## src/rtl/uart_pkg.sv

```systemverilog
// Shared UART definitions: line-state and parity encodings used by the TX and RX cores.
package uart_pkg;

    typedef enum logic [2:0] {
        ST_IDLE   = 3'd0,
        ST_START  = 3'd1,
        ST_DATA   = 3'd2,
        ST_PARITY = 3'd3,
        ST_STOP   = 3'd4
    } uart_state_e;

    typedef enum logic [1:0] {
        PAR_NONE  = 2'b00,
        PAR_EVEN  = 2'b01,
        PAR_ODD   = 2'b10,
        PAR_NONE2 = 2'b11
    } uart_parity_e;

    function automatic logic parity_enabled(input logic [1:0] p);
        return (p == PAR_EVEN) || (p == PAR_ODD);
    endfunction

endpackage

```

## src/rtl/uart_fifo.sv

```systemverilog
// Synchronous FIFO with async reset; dout shows the head entry (first-word latency 1).
// Compiled only when UART_TX_FIFO_EN is defined, the only build that instantiates it.
`ifdef UART_TX_FIFO_EN
module uart_fifo #(
    parameter int WIDTH = 8,
    parameter int DEPTH = 4
) (
    input  logic                     clk,
    input  logic                     rst,
    input  logic                     push,
    input  logic [WIDTH-1:0]         din,
    input  logic                     pop,
    output logic [WIDTH-1:0]         dout,
    output logic                     empty,
    output logic                     full,
    output logic [$clog2(DEPTH):0]   level
);
    localparam int AW = $clog2(DEPTH);

    logic [WIDTH-1:0] mem [DEPTH];
    logic [AW-1:0]    wr_ptr, rd_ptr;
    logic [AW:0]      count;
    logic             push_ok, pop_ok;

    assign empty   = (count == '0);
    assign full    = (count == (AW+1)'(DEPTH));
    assign level   = count;
    assign dout    = mem[rd_ptr];
    assign push_ok = push && !full;
    assign pop_ok  = pop && !empty;

    always_ff @(posedge clk) begin
        if (push_ok) mem[wr_ptr] <= din;
    end

    always_ff @(posedge clk or posedge rst) begin
        if (rst) begin
            wr_ptr <= '0;
            rd_ptr <= '0;
            count  <= '0;
        end else begin
            if (push_ok) wr_ptr <= wr_ptr + 1'b1;
            if (pop_ok)  rd_ptr <= rd_ptr + 1'b1;
            if (push_ok && !pop_ok)      count <= count + 1'b1;
            else if (!push_ok && pop_ok) count <= count - 1'b1;
        end
    end
endmodule
`endif

```

## src/rtl/uart_tx_cfg.sv

```systemverilog
// Runtime-configurable UART transmitter (1..WIDTH data bits, optional parity, 1/2 stop bits).
// Define UART_TX_FIFO_EN to place a FIFO_DEPTH-entry uart_fifo between the handshake and the core.
module uart_tx_cfg
    import uart_pkg::*;
#(
    parameter int WIDTH      = 8,
    parameter int OVERSAMPLE = 16,
    parameter int FIFO_DEPTH = 4
) (
    input  logic                          clk,
    input  logic                          rst,
    input  logic                          s_tick,
    input  logic                          tx_valid,
    input  logic [WIDTH-1:0]              din,
    output logic                          tx_ready,
    input  logic [$clog2(WIDTH):0]        cfg_nbits,
    input  logic [1:0]                    cfg_parity,
    input  logic                          cfg_stop2,
    output logic                          tx,
    output logic                          tx_busy,
    output logic                          tx_done_tick,
    output logic [$clog2(FIFO_DEPTH):0]   fifo_level
);
    localparam int NW = $clog2(WIDTH) + 1;
    localparam int TW = (OVERSAMPLE > 1) ? $clog2(OVERSAMPLE) : 1;

    uart_state_e      state, state_n;
    logic [TW-1:0]    tick_cnt;
    logic [NW-1:0]    bit_cnt, nbits_q, nbits_eff;
    logic [WIDTH-1:0] shreg, word, mask;
    logic             par_en_q, par_bit_q, stop2_q, stop_half;
    logic             tick_last, word_avail;

`ifdef UART_TX_FIFO_EN
    logic fifo_empty, fifo_full;

    assign word_avail = (state == ST_IDLE) && !fifo_empty;
    assign tx_ready   = !fifo_full;

    uart_fifo #(.WIDTH(WIDTH), .DEPTH(FIFO_DEPTH)) u_fifo (
        .clk   (clk),
        .rst   (rst),
        .push  (tx_valid && tx_ready),
        .din   (din),
        .pop   (word_avail),
        .dout  (word),
        .empty (fifo_empty),
        .full  (fifo_full),
        .level (fifo_level)
    );
`else
    assign tx_ready   = (state == ST_IDLE);
    assign word_avail = tx_valid && tx_ready;
    assign word       = din;
    assign fifo_level = '0;
`endif

    // Out-of-range bit counts fall back to a full-width frame; mask drops unused upper bits.
    always_comb begin
        nbits_eff = cfg_nbits;
        if (cfg_nbits == '0 || cfg_nbits > NW'(WIDTH)) nbits_eff = NW'(WIDTH);
        for (int i = 0; i < WIDTH; i++) mask[i] = (i < int'(nbits_eff));
    end

    assign tick_last = s_tick && (tick_cnt == TW'(OVERSAMPLE - 1));
    assign tx_busy   = (state != ST_IDLE);

    always_comb begin
        state_n      = state;
        tx_done_tick = 1'b0;
        case (state)
            ST_IDLE:   if (word_avail) state_n = ST_START;
            ST_START:  if (tick_last) state_n = ST_DATA;
            ST_DATA:   if (tick_last && bit_cnt == nbits_q - 1'b1)
                           state_n = par_en_q ? ST_PARITY : ST_STOP;
            ST_PARITY: if (tick_last) state_n = ST_STOP;
            ST_STOP:   if (tick_last && (!stop2_q || stop_half)) begin
                           state_n      = ST_IDLE;
                           tx_done_tick = 1'b1;
                       end
            default:   state_n = ST_IDLE;
        endcase
    end

    always_ff @(posedge clk or posedge rst) begin
        if (rst) begin
            state     <= ST_IDLE;
            tick_cnt  <= '0;
            bit_cnt   <= '0;
            shreg     <= '0;
            nbits_q   <= '0;
            par_en_q  <= 1'b0;
            par_bit_q <= 1'b0;
            stop2_q   <= 1'b0;
            stop_half <= 1'b0;
            tx        <= 1'b1;
        end else begin
            state <= state_n;
            // tx is a registered image of the current state, so it trails the state by one clk
            case (state)
                ST_START:  tx <= 1'b0;
                ST_DATA:   tx <= shreg[0];
                ST_PARITY: tx <= par_bit_q;
                default:   tx <= 1'b1;
            endcase
            if (state == ST_IDLE) begin
                tick_cnt <= '0;
                if (word_avail) begin
                    shreg     <= word & mask;
                    nbits_q   <= nbits_eff;
                    par_en_q  <= parity_enabled(cfg_parity);
                    par_bit_q <= (^(word & mask)) ^ (cfg_parity == PAR_ODD);
                    stop2_q   <= cfg_stop2;
                    bit_cnt   <= '0;
                    stop_half <= 1'b0;
                end
            end else if (s_tick) begin
                tick_cnt <= tick_last ? '0 : tick_cnt + 1'b1;
                if (tick_last && state == ST_DATA) begin
                    shreg   <= shreg >> 1;
                    bit_cnt <= bit_cnt + 1'b1;
                end
                if (tick_last && state == ST_STOP) stop_half <= ~stop_half;
            end
        end
    end
endmodule

```

## config.mk

```make
export PLATFORM = sky130hd
export DESIGN_NAME = uart_tx_cfg
export DESIGN_NICKNAME = d
export VERILOG_FILES = /design/src/rtl/uart_pkg.sv /design/src/rtl/uart_fifo.sv /design/src/rtl/uart_tx_cfg.sv
export SDC_FILE = /design/constraint.sdc
export NUM_CORES = 1
export LEC_CHECK = 0
export CAP_MARGIN = 20
export CORE_MARGIN = 2
export CORE_UTILIZATION = 49
export DETAILED_ROUTE_END_ITERATION = 6
export PLACE_DENSITY = 0.73
export SLEW_MARGIN = 15
export SYNTH_ARGS = -nofsm -noshare
export SYNTH_HDL_FRONTEND = slang
export SYNTH_SLANG_ARGS = --single-unit
export TNS_END_PERCENT = 10
```

## constraint.sdc

```tcl
create_clock -name clk -period 2 [get_ports clk]
set_input_delay 0.6 -clock clk [delete_from_list [all_inputs] [get_ports clk]]
set_output_delay 0.6 -clock clk [all_outputs]
set_load 0.005 [all_outputs]
```

-- Word-level counts from Yosys, hierarchy flattened
Index checks and enable logic that the tools add are counted.
- register bits after elaboration: 28
- bits of input ports: 19
- output and inout port bits: 7
- logic and storage cells: 85
- add/subtract/negate cells: 3
- order comparisons: 9
- equality and inequality tests: 13
- mux-type cells: 26
- bitwise gates (word level): 3
- reductions and logical operators: 21
- operators with widths (operator ; count):
    4-bit two-way mux ; 8
    8-bit two-way mux ; 4
    3-bit two-way mux ; 6
    3-bit by 4-bit < comparator with 1-bit output, first input constant ; 4
    3-bit one-hot mux with 5 select lines ; 1
    4-bit by 1-bit adder with 4-bit output, second input constant ; 2
    8-bit bitwise AND ; 1
    1-bit by 4-bit < comparator with 1-bit output, first input constant ; 2
    2-bit by 4-bit < comparator with 1-bit output, first input constant ; 2
    2-bit != test, second input constant ; 4
    8-bit parity ; 1
    3-bit by 2-bit equality test with 1-bit output, second input constant ; 2
    1-bit logical AND ; 6
    1-bit two-way mux ; 6
    3-bit AND reduction ; 2
    2-bit nonzero test ; 3
    5-bit AND reduction ; 1
    4-bit equality test ; 1
    4-bit equality test, second input constant ; 1
    4-bit greater-than comparator, second input constant ; 1
    4-bit logical NOT ; 1
    4-bit by 1-bit subtractor with 4-bit output, second input constant ; 1
    3-bit by 1-bit equality test with 1-bit output, second input constant ; 1
    3-bit equality test, second input constant ; 1
    other kinds (11) ; 13

-- Longest topological paths before layout
Gate-level depths: netlist (run 1).
- depth after elaboration: 7
- gate-level depth with buffers: 8
- mapped depth without buffers: 8

-- Worst setup path after synthesis (run 1)
Ideal clock, no wire load.
- kind: input to register
- from: input port cfg_nbits[0]
- to: register par_bit_q
- library setup time: 0.121 ns
- arrival time: 1.748 ns
- required time: 1.879 ns
- slack: 0.131 ns
- stages on the path: 7
- path buffers: 1
- cell sequence: buf_6 or4_1 a21boi_1 a2111oi_1 xnor3_1 xnor2_1 o21ai_1
- longest elaborated chain between the ends: 7
- elaborated cells on any way between the ends: 15
- classes of those cells: 9 x order compare; 1 x mux; 2 x bitwise; 3 x reduce/logical
- RTL lines (item ; line ; source):
    start: declaration ; uart_tx_cfg.sv:16 ; input logic [$clog2(WIDTH):0] cfg_nbits,
    4-bit greater-than comparator or 4-bit logical NOT (tied branches) ; uart_tx_cfg.sv:61 ; if (cfg_nbits == '0 || cfg_nbits > NW'(WIDTH)) nbits_eff = NW'(WIDTH);
    1-bit logical OR ; uart_tx_cfg.sv:61 ;
    4-bit two-way mux * ; uart_tx_cfg.sv:61 ;
    1-bit by 4-bit < comparator with 1-bit output (tied with other cells) ; uart_tx_cfg.sv:62 ; for (int i = 0; i < WIDTH; i++) mask[i] = (i < int'(nbits_eff));
    8-bit bitwise AND * ; uart_tx_cfg.sv:112 ; par_bit_q <= (^(word & mask)) ^ (cfg_parity == PAR_ODD);
    8-bit parity * ; uart_tx_cfg.sv:112 ;
    1-bit bitwise XOR * ; uart_tx_cfg.sv:112 ;
    end signal: assignment ; uart_tx_cfg.sv:112 ;
    end: declaration ; uart_tx_cfg.sv:31 ; logic par_en_q, par_bit_q, stop2_q, stop_half;
Mark *: on every way between the ends. The rest lies on a longest branch, timed or not.
A chain may end at the register's enable or synchronous reset.

-- Worst setup path in the final report (run 1)
- from: register tick_cnt[0]
- to: output port tx_done_tick
- longest elaborated chain between the ends: 5
- RTL lines (item ; line ; source):
    start: declaration ; uart_tx_cfg.sv:28 ; logic [TW-1:0] tick_cnt;
    start signal: assignment ; uart_tx_cfg.sv:118 ; tick_cnt <= tick_last ? '0 : tick_cnt + 1'b1;
    4-bit equality test ; uart_tx_cfg.sv:65 ; assign tick_last = s_tick && (tick_cnt == TW'(OVERSAMPLE - 1));
    1-bit logical AND ; uart_tx_cfg.sv:65 ;
    1-bit logical AND ; uart_tx_cfg.sv:77 ; ST_STOP: if (tick_last && (!stop2_q || stop_half)) begin
    1-bit two-way mux ; uart_tx_cfg.sv:77 ;
    1-bit two-way mux ; uart_tx_cfg.sv:71 ; case (state)
    end: declaration ; uart_tx_cfg.sv:21 ; output logic tx_done_tick,
Every way passes these cells.

==> results.sh, run 1 <==
export IMPL_fp_dieW_um=64.0
export IMPL_rows=21
export IMPL_fin_hold_ws_ps=516
export IMPL_cp_data_required_time_ps=1400
export IMPL_grt_usage_pct=24.6
export IMPL_routed_wl_um=4610
export IMPL_powerDensity_mw_per_mm2=989
export IMPL_critPathKind="reg2out"
export IMPL_htreeDepth=1
export IMPL_fmax_mhz=482
export IMPL_critPathMaxStageDelay_ps=430
export IMPL_synth_cell_types=49
export IMPL_core_area_mm2=0.00339
export IMPL_r2r_start="nbits_q[1]"
export IMPL_dp_hpwl_um=3380
export IMPL_drive_gt1_share_pct=25.2
export IMPL_holdBufCountCts=0
export IMPL_cp_max_fo=2
export IMPL_path_cells="ha_4 -> nand4_1 -> a21oi_2 -> and3_1 -> buf_2"
export IMPL_setup_violations=1
export IMPL_hold_viol=0
export IMPL_fin_ws_ps=-76.6
export IMPL_dp_cells=296
export IMPL_antenna_cells=0
export IMPL_failed_checks="negative setup slack"
export IMPL_finalCritPeriodShare_pct=104
export IMPL_yosysSeqAreaShare_pct=39.7
export IMPL_clockBufferDepth=2
export IMPL_drt_pass1_iter_count=5
export IMPL_synth_area_mm2=0.00177
export IMPL_clkLatencyLatePin_ps=340
export IMPL_grt_pass1_wl_um=7970
export IMPL_viasPerCell=5.65
export IMPL_design_power_total_uw=2380
export IMPL_antenna_found_initial=0
export IMPL_cts_tree="yes"
export IMPL_crit_start="tick_cnt[0]"
export IMPL_finalSetupTns_ps=-76.6
export IMPL_area_growth_pct=36.2
export IMPL_grt_setup_unrepaired="true"
export IMPL_clock_sinks=28
export IMPL_synthArstFlopShare_pct=100
export IMPL_synthCells=204
export IMPL_ys_seq_elements=28
export IMPL_irDropWorstVdd_v=0.000727
export IMPL_clkTransAtPathRegs_ps=160
export IMPL_cts_buffers=3
export IMPL_synth_ff_type="dfrtp_1"
export IMPL_avgSynthCellArea_um2=8.66
export IMPL_grt_overflow=0
export IMPL_start_util_pct=52.1
export IMPL_drtIter0Drc=119
export IMPL_status="complete, but fails checks"
export IMPL_die_h_um=64.0
export IMPL_finClkSkew_ps=11.8
export IMPL_ant_nets=0
export IMPL_start_kind="flip-flop"
export IMPL_io_buffers=22
export IMPL_finalNetCount=286
export IMPL_fin_crit_ps=2080
export IMPL_rr_worst_depth=8
export IMPL_leakage_uw=0.00114
export IMPL_pin_count=26
export IMPL_clock_root_buffer="clkbuf_4"
export IMPL_hold_path_depth=1
export IMPL_hold_path_class="reg2reg"
export IMPL_max_cap_viol_count=0
export IMPL_yosys_warnings=0
export IMPL_wire_per_inst_um=15.0
export IMPL_grt_pass1_vias=1812
export IMPL_cp_slowest_cell="dfrtp_1"
export IMPL_slew_violations=0
export IMPL_min_from="shreg[5]"
export IMPL_instances_no_fill=308
export IMPL_critPathCaptureType="output pin"
export IMPL_routabilityCongestion=0.833
export IMPL_die_area_mm2=0.00410
export IMPL_drcViolationCount=0
export IMPL_grt_max_degree=29
export IMPL_synth_edff_count=0
export IMPL_worstPathArrival_ps=1480
export IMPL_dpl_worst_slack_ps=-716
export IMPL_vias=1741
per-stage QoR:
stage	utilization, %	instance area, um^2
3_3_place_gp	66.3	2250
3_5_place_dp	66.3	2250
5_1_grt	71.0	2410
6_report	71.0	2410
2_1_floorplan	-	1770
4_1_cts	69.8	2360
cell type report:
cell class / instances / area, um^2
Fill cell: 259 / 983
Sequential cell: 28 / 702
Timing Repair Buffer: 68 / 584
Inverter: 10 / 37.5
Tap cell: 46 / 57.6
Multi-Input combinational cell: 152 / 988
Clock buffer: 4 / 36.3
metal layers:
metal	track usage (%)	share of wire (%)	routed length [um]
met1	29.3	41	1880
met2	44.7	54	2470
met3	3.70	4.4	203
met4	8.97	1.2	57
met5	0	0	0
cell families after synthesis:
family | count (synthesis) | share of synthesized area (%)
simple gates | 73 | 19.7
compound gates | 51 | 18.0
flops | 28 | 39.7
buf+inv | 26 | 7.86
xor+xnor | 16 | 8.71
mux | 5 | 2.97
fa+ha+maj | 4 | 2.83
other cells | 1 | 0.212
final timing paths:
path,endpoint,slack [ps]
max in group asynchronous,tx,1080
min in group asynchronous,shreg[6],610
worst min-delay path,shreg[5],520
worst min register to register,shreg[5],520
worst max register to register,state[0],120
worst max-delay path,tx_done_tick,-80
sequential cells by signal, indices dropped and copies added (netlist names):
name	flops
par_bit_q	1
state	3
bit_cnt	4
shreg	8
tick_cnt	4
nbits_q	4
tx	1
par_en_q	1
stop_half	1
stop2_q	1
worst max-delay path: cells and delay by family, from the launching register on:
kind | cells | cell delay (ps)
adders and majority gates | 1 | 150
and+or+nand+nor | 2 | 300
DFF | 1 | 430
AOI/OAI and AO/OA | 1 | 150
buffers and inverters | 1 | 110
cell usage after synthesis, types with 2 or more instances:
cell type	number	area, um^2
a21oi_1	13	65.1
a22o_1	3	26.3
a31oi_1	4	25.0
buf_2	6	30.0
buf_4	7	52.6
clkbuf_1	2	7.51
dfrtp_1	27	676
ha_1	4	50.1
inv_1	10	37.5
mux2_2	2	22.5
mux2i_1	3	30.0
nand2_1	29	109
nand2b_1	2	12.5
nand3_1	6	30.0
nand4_1	4	25.0
nor2_1	18	67.6
nor2b_1	2	12.5
nor3_1	3	15.0
o21ai_0	15	75.1
o22ai_1	2	12.5
xnor2_1	9	78.8
xor2_1	6	52.6
repair_timing:
item,in CTS,in global routing
setup buffers,7,1
endpoints found under the hold margin,0,0
setup endpoints to repair,6,7
pin swaps,5,4
resized for setup,18,10
power by group:
part | total (uW) | internal, uW | switching (uW)
combinational | 1190 | 588 | 600
clock | 288 | 112 | 176
sequential | 904 | 768 | 136
total | 2380 | 1470 | 912
cells in the final DEF, fill, tap and decap left out, types with 2 or more instances in the layout:
cell type,synthesis,layout
nor2b_1,2,2
o21ai_0,15,14
a31oi_1,4,4
xor2_1,6,6
o22ai_1,2,2
nand2_1,29,28
ha_1,4,3
dlygate4sd2_1,0,4
xnor2_1,9,8
nand4_1,4,4
nor2_1,18,17
a22o_1,3,3
clkdlybuf4s50_1,0,11
conb_1,1,3
mux2i_1,3,3
dlymetal6s2s_1,0,5
dfrtp_1,27,27
nor3_1,3,3
nand3_1,6,6
clkbuf_4,0,3
inv_1,10,9
a21oi_1,13,12
buf_4,7,44
mux2_2,2,2
nand2b_1,2,2
Note: power is estimated with default switching activity, not from simulation.
==> inputs of run 2 (changes only) <==
--- a/config.mk
+++ b/config.mk
@@ -9,6 +9,7 @@
 export CORE_MARGIN = 2
 export CORE_UTILIZATION = 49
 export DETAILED_ROUTE_END_ITERATION = 6
+export GPL_ROUTABILITY_DRIVEN = 1
 export PLACE_DENSITY = 0.73
 export SLEW_MARGIN = 15
 export SYNTH_ARGS = -nofsm -noshare
==> results of run 2 <==
No change in the layout: final DEF, timing and power equal those of run 1.
==> inputs of run 3 (changes only) <==
--- a/config.mk
+++ b/config.mk
@@ -9,8 +9,8 @@
 export CORE_MARGIN = 2
 export CORE_UTILIZATION = 49
 export DETAILED_ROUTE_END_ITERATION = 6
+export DONT_BUFFER_PORTS = 1
 export GPL_ROUTABILITY_DRIVEN = 1
-export PLACE_DENSITY = 0.73
 export SLEW_MARGIN = 15
 export SYNTH_ARGS = -nofsm -noshare
 export SYNTH_HDL_FRONTEND = slang
==> run 3 against run 2 <==
  * The run still ends with negative setup slack left
  * Highest routed layer unchanged
  * Final cell count is 16% lower
  * Clock skew is 4.9 ps lower
  * Largest cell class unchanged
  * Combinational power is 25% lower
  * Routed wire length is 22% lower
  * Register-to-register slack hardly changed
==> results.sh, run 3 (synthesis gave the netlist of run 1 again) <==
export IMPL_clock_sinks=28
export IMPL_dpl_worst_slack_ps=86.6
export IMPL_cp_data_required_time_ps=1400
export IMPL_fillers=300
export IMPL_finalSetupTns_ps=-18.1
export IMPL_pin_count=26
export IMPL_grt_pass1_vias=1432
export IMPL_fin_util_pct=57.4
export IMPL_cts_buffers=3
export IMPL_fin_ws_ps=-18.1
export IMPL_drcViolationCount=0
export IMPL_clock_root_buffer="clkbuf_4"
export IMPL_worstPathArrival_ps=1420
export IMPL_final_cell_mix="nand2_1, dfrtp_1, buf_4, nor2_1, o21ai_0"
export IMPL_holdBufCountCts=0
export IMPL_max_cap_viol_count=0
export IMPL_hold_viol=0
export IMPL_setup_violations=1
export IMPL_area_growth_pct=10.1
export IMPL_rows=21
export IMPL_grt_overflow=0
export IMPL_finalNetCount=236
export IMPL_clkTransAtPathRegs_ps=160
export IMPL_start_kind="flip-flop"
export IMPL_hold_path_class="in2async"
export IMPL_mostFrequentLayoutCell="nand2_1"
export IMPL_clockBufferDepth=2
export IMPL_failed_checks="negative setup slack"
export IMPL_top_register="shreg"
export IMPL_wire_per_inst_um=14.0
export IMPL_grt_max_degree=29
export IMPL_dp_hpwl_um=2720
export IMPL_path_cells="ha_4 -> nand4_1 -> a21oi_2 -> and3_1"
export IMPL_r2r_setup_slack_ps=120
export IMPL_antenna_cells=0
export IMPL_grt_usage_pct=19.3
export IMPL_drt_pass1_iter_count=4
export IMPL_powerDensity_mw_per_mm2=1120
export IMPL_die_area_mm2=0.00410
export IMPL_drtIter0Drc=77
export IMPL_vias=1401
export IMPL_core_area_mm2=0.00339
export IMPL_antenna_found_initial=0
export IMPL_fp_dieW_um=64.0
export IMPL_io_buffers=0
export IMPL_ant_nets=0
export IMPL_fmax_mhz=496
export IMPL_design_power_total_uw=2180
export IMPL_viasPerCell=5.43
export IMPL_cp_top_family="flip-flops"
export IMPL_cp_slowest_cell="dfrtp_1"
export IMPL_routed_wl_um=3610
export IMPL_critPathKind="reg2out"
export IMPL_clkLatencyLatePin_ps=330
export IMPL_fin_crit_ps=2020
export IMPL_grt_pass1_wl_um=6290
export IMPL_finalCritPeriodShare_pct=101
export IMPL_critPathCaptureType="output pin"
export IMPL_status="complete, but fails checks"
export IMPL_fin_hold_ws_ps=196
export IMPL_drive_gt1_share_pct=15.1
export IMPL_cts_tree="yes"
export IMPL_cp_num_buf_inv=0
export IMPL_leakage_uw=0.000852
export IMPL_irDropWorstVdd_v=0.000522
export IMPL_cp_max_fo=2
export IMPL_critPathMaxStageDelay_ps=430
export IMPL_die_h_um=64.0
export IMPL_grt_setup_unrepaired="true"
export IMPL_finClkSkew_ps=6.91
export IMPL_htreeDepth=1
export IMPL_routabilityCongestion=0.811
export IMPL_start_util_pct=52.1
export IMPL_largest_reg_flops=8
export IMPL_slew_violations=0
-- run 3: cell types whose count changed in the layout (fill, tap and decap cells not counted), moves of 4 or more --
| cell | change |
|---|---|
| buf_4 | -26 |
| clkdlybuf4s50_1 | -11 |
| dlygate4sd2_1 | -4 |
| dlymetal6s2s_1 | -5 |
-- run 3: worst paths after layout --
kind	start	end	depth (start not counted)
max	tick_cnt[1]	tx_done_tick	4
min	rst	shreg[1]	2
max reg2reg	nbits_q[1]	state[0]	8
min reg2reg	shreg[5]	shreg[5]	1
max in group asynchronous	rst	tx	2
min in group clk	tx_valid	bit_cnt[3]	1
-- run 3: per-layer routing --
metal | part of all wire (%) | GRT usage, %
met3 | 4.1 | 3.87
met1 | 45 | 23.9
met5 | 0 | 0
met2 | 50 | 34.2
met4 | 0.42 | 4.89
-- run 3: cell type report --
| cell class | instances | area (um^2) | share of cell area [%] |
|---|---|---|---|
| Multi-Input combinational cell | 152 | 960 | 49.4 |
| Sequential cell | 28 | 702 | 36.1 |
| Timing Repair Buffer | 18 | 135 | 6.95 |
| Tap cell | 46 | 57.6 | 2.96 |
| Inverter | 10 | 37.5 | 1.93 |
| Clock inverter | 1 | 30.0 | 1.54 |
| Clock buffer | 3 | 22.5 | 1.16 |
-- run 3: worst register-to-register path: cells and delay by family (launching register included) --
kind,cells,cell delay (ps)
AOI/OAI and AO/OA,4,850
xor gates and xnor gates,1,150
adders and majority gates,1,280
buffers and inverters,1,50
DFF,1,410
and+or+nand+nor,1,70
-- run 3: what timing repair did --
item | 4_1_cts | 5_1_grt
gates resized for setup | 3 | 2
endpoints found under the setup margin | 1 | 2
setup buffers | 6 | 0
pin swaps | 3 | 0
-- run 3: power by group --
part / switching (uW) / total [uW] / internal [uW]
Combinational: 455 / 888 / 433
Clock: 169 / 372 / 203
Sequential: 154 / 923 / 769
-- run 3: metrics by stage --
stage          std cells  instance area, um^2
5_1_grt              258                 1940
3_3_place_gp         248                 1820
6_report             258                 1940
3_5_place_dp         248                 1820
2_1_floorplan        206                 1770
4_1_cts              258                 1930
